===== src/rtl/dmem_port_arbiter.sv =====
// Single data-memory port arbiter: execute-stage loads vs. committed store-buffer drains.
// Loads win by default; a saturating starvation counter or a full store buffer forces stores through.
module dmem_port_arbiter #(
  parameter int WORD_SIZE_P    = 16,
  parameter int STARVE_LIMIT_P = 4
) (
  input  logic                   clk_i,
  input  logic                   reset_i,
  input  logic                   ld_v_i,
  input  logic [WORD_SIZE_P-1:0] ld_addr_i,
  output logic                   ld_ready_o,
  output logic                   ld_resp_v_o,
  output logic [WORD_SIZE_P-1:0] ld_resp_data_o,
  input  logic                   st_v_i,
  input  logic [WORD_SIZE_P-1:0] st_addr_i,
  input  logic [WORD_SIZE_P-1:0] st_data_i,
  output logic                   st_ready_o,
  input  logic                   sb_full_i,
  input  logic                   mispredict_i,
  output logic                   mem_v_o,
  output logic                   mem_w_o,
  output logic [WORD_SIZE_P-1:0] mem_addr_o,
  output logic [WORD_SIZE_P-1:0] mem_w_data_o,
  input  logic [WORD_SIZE_P-1:0] mem_r_data_i
);

  localparam int CW = $clog2(STARVE_LIMIT_P + 1);
  localparam logic [CW-1:0] LIMIT = CW'(STARVE_LIMIT_P);

  // Handshake: a request is accepted in the cycle its valid and ready are both high;
  // an unaccepted requester keeps valid high and retries, nothing is queued here.

  logic          run_q;
  logic [CW-1:0] starve_cnt_q;
  logic [CW-1:0] starve_cnt_d;
  logic          rd_pend_q;
  logic          ld_v;
  logic          st_v;
  logic          force_st;
  logic          st_gnt;
  logic          ld_gnt;

  // run_q holds every output at zero from reset assertion until the first clock after release.
  assign ld_v     = ld_v_i & run_q;
  assign st_v     = st_v_i & run_q;
  assign force_st = st_v & (sb_full_i | (starve_cnt_q == LIMIT));
  assign st_gnt   = st_v & (force_st | ~ld_v | mispredict_i);
  assign ld_gnt   = ld_v & ~st_gnt & ~mispredict_i;

  always_comb begin
    starve_cnt_d = starve_cnt_q;
    if (!st_v || st_gnt) begin
      starve_cnt_d = '0;
    end else if (starve_cnt_q != LIMIT) begin
      starve_cnt_d = starve_cnt_q + CW'(1);
    end
  end

  always_ff @(posedge clk_i or negedge reset_i) begin
    if (!reset_i) begin
      run_q        <= 1'b0;
      starve_cnt_q <= '0;
      rd_pend_q    <= 1'b0;
    end else begin
      run_q        <= 1'b1;
      starve_cnt_q <= starve_cnt_d;
      rd_pend_q    <= ld_gnt & ~mispredict_i;
    end
  end

  assign ld_ready_o     = ld_gnt;
  assign st_ready_o     = st_gnt;
  assign mem_v_o        = st_gnt | ld_gnt;
  assign mem_w_o        = st_gnt;
  assign mem_addr_o     = run_q ? (st_gnt ? st_addr_i : ld_addr_i) : '0;
  assign mem_w_data_o   = run_q ? st_data_i : '0;
  // A flush in the response cycle kills the load that was granted the cycle before.
  assign ld_resp_v_o    = rd_pend_q & ~mispredict_i;
  assign ld_resp_data_o = run_q ? mem_r_data_i : '0;

endmodule


===== config.mk =====
export PLATFORM = sky130hd
export DESIGN_NAME = dmem_port_arbiter
export DESIGN_NICKNAME = d
export VERILOG_FILES = /design/src/rtl/dmem_port_arbiter.sv
export SDC_FILE = /design/constraint.sdc
export NUM_CORES = 1
export LEC_CHECK = 0
export CAP_MARGIN = 15
export CORE_ASPECT_RATIO = 0.6
export CORE_MARGIN = 3
export CORE_UTILIZATION = 26
export DETAILED_ROUTE_END_ITERATION = 7
export GPL_TIMING_DRIVEN = 1
export PLACE_DENSITY_LB_ADDON = 0.15
export SYNTH_ARGS = -nofsm -noshare
export SYNTH_HDL_FRONTEND = slang
export SYNTH_SLANG_ARGS = --single-unit

===== constraint.sdc =====
create_clock -name clk_i -period 2.9 [get_ports clk_i]
set_clock_uncertainty 0.2 [all_clocks]
set_input_delay 0.58 -clock clk_i [delete_from_list [all_inputs] [get_ports clk_i]]
set_output_delay 0.58 -clock clk_i [all_outputs]
set_load 0.1 [all_outputs]

==> parameters.txt <==
Parameter                              Value

Global routing
  Tot GR Track Use    24.5%
  Number of antenna violations at the first check in global routing    0
  Global-route wire length before repair    7.82 mm
  Maximum number of pins on one net before global-route repair    31
  Remaining global-route overflow    0
  Number of global-route vias before repair    1,441

Synth
  Simple-gate portion of the synthesized area    53.6%
  Main combinational cell family by area after synthesis    simple AND/OR/NAND/NOR gates
  Biggest area consumer among synthesized cells    and2_1
  Avg Inst Size Synth    6.49 sq um
  Number of enable-type register cells in the synthesized netlist    0
  Adder and majority gate portion of the synthesized area    2.84%
  Top FF cell, synth    dfrtp_1
  Synth top area share    23.4%
  Cells after Synth    136
  Flip-flop and latch count after synthesis    5
  Combined area of all synthesized cells    882 sq um
  Seq/Total Area, Yosys    14.2%
  Top cells by area in the synthesized netlist    and2_1, dfrtp_1, nand2_1, o211ai_1, nand3_1
  Multiplexer share of the synthesized area    0%
  Async S/R FF share, synth    100%
  Number of nets in the synthesized netlist    208
  Count of different cell masters after synthesis    25
  Complex-gate fraction of the synthesized area    18.2%
  Number of warnings issued by yosys    0
  XOR/XNOR share of the synthesized area    0.993%
  Top post-synthesis cells by count    and2_1, nand2_1, nand3_1, o211ai_1, clkbuf_1

Pwr
  Cell area power density    338 mW/mm^2
  Leakage power summed over all cells    1.12 nW
  Max VDD drop    0.337 mV
  Sequential share of power    8.0%
  Total internal power    447 uW
  Logic pwr share    77.7%
  Switch share    51.3%
  Net switching component of the power    471 uW
  Power share of the clock group    14.3%
  Total Power Consumption    917 uW

Setup path
  Critical path type    input port to primary output
  Crit path max-delay family    buffers and inverters
  Critical path startpoint    mispredict_i
  CP Cell Sequence    clkdlybuf4s50_1 -> and3b_1 -> and2_4 -> o211ai_1 -> buf_12
  Flop-to-flop setup slack    1.21 ns
  Worst R2R Path Depth    5
  Critical path startpoint category    input port
  Top fanout value on the critical path    20
  Worst EP arrival    2.06 ns
  Number of cells on the critical path    5
  Largest stage delay on the critical path    0.49 ns
  Required time at the endpoint of the critical path    2.12 ns
  Worst path bufs/invs    2
  Crit path capture type    primary output
  Slowest-stage cell, CP    clkdlybuf4s50_1
  Crit Reg-Reg Startpoint    starve_cnt_q[0]

Clocking
  Clock input transition at the sequential cells of the worst setup and hold paths    0.04 ns
  Number of buffers added by the clock tree synthesis step    3
  Total clock sinks    5
  Postcts setup bufs    0
  CTS tree    built
  Clock latency on the worst-skew pair    0.23 ns
  CTS HTree Levels    1
  CTS-repair resized insts    0
  CTS Buffer Depth    2
  CTS Root Cell    clkbuf_8
  Hold-fix buffer count after cts    0

Die
  I/O pin cnt    123
  Starting density of the core    29.0%
  Die outline width    81.2 um
  Die Span Y    51.1 um
  Die area    0.00415 sq mm
  Core region area    0.00304 sq mm
  Number of rows in the core area    15

Routing
  Post-detailed-route via-to-cell ratio    4.77
  Violation count after the first detailed-routing iteration    49
  Routed length per instance    16.9 um
  Routed vias    1,421
  Number of iterations in the first detailed-routing pass    4
  Antenna viol nets, final    0
  Final WL    5.02 mm
  DRC Markers    0

STA
  Total count of hold-check failures in the final report    0
  Worst path setup slack after routing    0.0594 ns
  Top achievable clock speed    0.352 GHz
  Minimum period implied by the final worst setup slack    2.84 ns
  Total negative slack for setup checks    0 ns
  Unrepaired setup endpoints after global routing    yes
  Setup Viol. Count Final    0
  Number of max-slew violations in the final report    0
  Ratio of final minimum period to clock period    98.0%

Final layout
  Area growth syn-to-layout    208%
  Ant. Diodes    0
  Post-layout instance count excluding filler cells    298
  Layout filler cell count    150
  Net count of the finished layout    329
  Proportion of layout cells with a drive suffix above 1    26.6%
  Fin util    89.3%

Placement
  Final Wtd Congestion    0.785
  HPWL Detailed    4.20 mm
  Worst slack after detailed placement    0.0668 ns
  Cells after DPL    294
  Quantity of I/O buffers inserted on ports    122

Job
  Number of max-cap violations    0

Outcome
  Outcome    completed

Min path
  Worst hold path class    input port to asynchronous set/reset pin
-- metrics by stage --
step	hold slack [ns]	area [sq um]
5_1_grt	0.390	2720
6_report	0.380	2720
2_1_floorplan	0.0844	892
3_5_place_dp	0.398	2670
3_3_place_gp	0.387	2670
4_1_cts	0.386	2720
-- metal layers --
metal	wire [um]	up-vias	share of wire (%)	GRT usage, %
li1	-	692	-	-
met1	2000	675	40	30.4
met2	2720	49	54	46.2
met3	267	5	5.3	3.35
met4	36	0	0.72	2.81
met5	0	-	0	0
-- area by class of cell --
class | instances | area, sq um | area share [%]
clock buffer | 4 | 45.0 | 1.66
inverter | 3 | 11.3 | 0.415
multi-input combinational | 115 | 677 | 24.9
sequential | 5 | 125 | 4.61
tap | 42 | 52.6 | 1.94
timing repair buffer | 129 | 1800 | 66.5
-- power groups by stage --
stage	clock network [mW]	registers (mW)	logic, mW
after floorplan	0	0.0734	0.395
after global placement	0	0.0737	0.706
after detailed placement	0	0.0739	0.714
after CTS	0.132	0.0730	0.716
after global routing	0.139	0.0733	0.733
final	0.131	0.0731	0.713
-- layout by cell type (no fill, tap or decap) --
cell	Yosys	layout
inv_1	3	3
nor2b_1	3	2
nand2b_1	1	1
nand3_1	16	16
xnor2_1	1	1
buf_4	2	7
and3_1	2	2
a21boi_2	0	1
o211ai_1	15	15
clkbuf_8	0	3
nor2b_2	0	1
o21a_1	1	1
ha_1	2	2
o2111a_1	1	1
clkbuf_1	6	1
and3b_1	1	1
clkdlybuf4s50_1	0	69
and2_1	33	33
a21oi_2	1	1
and2_4	1	1
nand3b_1	1	1
o211ai_2	1	1
dfrtp_1	5	5
buf_12	0	53
nand2_1	33	33
conb_1	1	1
-- sequential cells by signal, summed over array words and instances, names as in the netlist --
name / flops
run_q: 1
rd_pend_q: 1
starve_cnt_q: 3
-- cells by family after synthesis --
logic type | count (synthesis)
and+or+nand+nor | 91
xor gates and xnor gates | 1
AOI/OAI and AO/OA | 20
DFF | 5
other | 1
buffers and inverters | 16
adders and majority gates | 2
-- worst paths after layout --
kind                                   endpoint
worst max-delay path             mem_addr_o[12]
worst min-delay path                  rd_pend_q
worst max register to register  starve_cnt_q[2]
worst min register to register  starve_cnt_q[2]
max in group asynchronous                 run_q
min in group clk_i              starve_cnt_q[2]
-- worst reg2reg max path: stages, from the launching register on --
cell and delay (ns):
dfrtp_1 0.35, inv_1 0.08, ha_1 0.24, a21oi_2 0.21
and2_4 0.34, o2111a_1 0.23
Power figures use the tool's default switching activity.
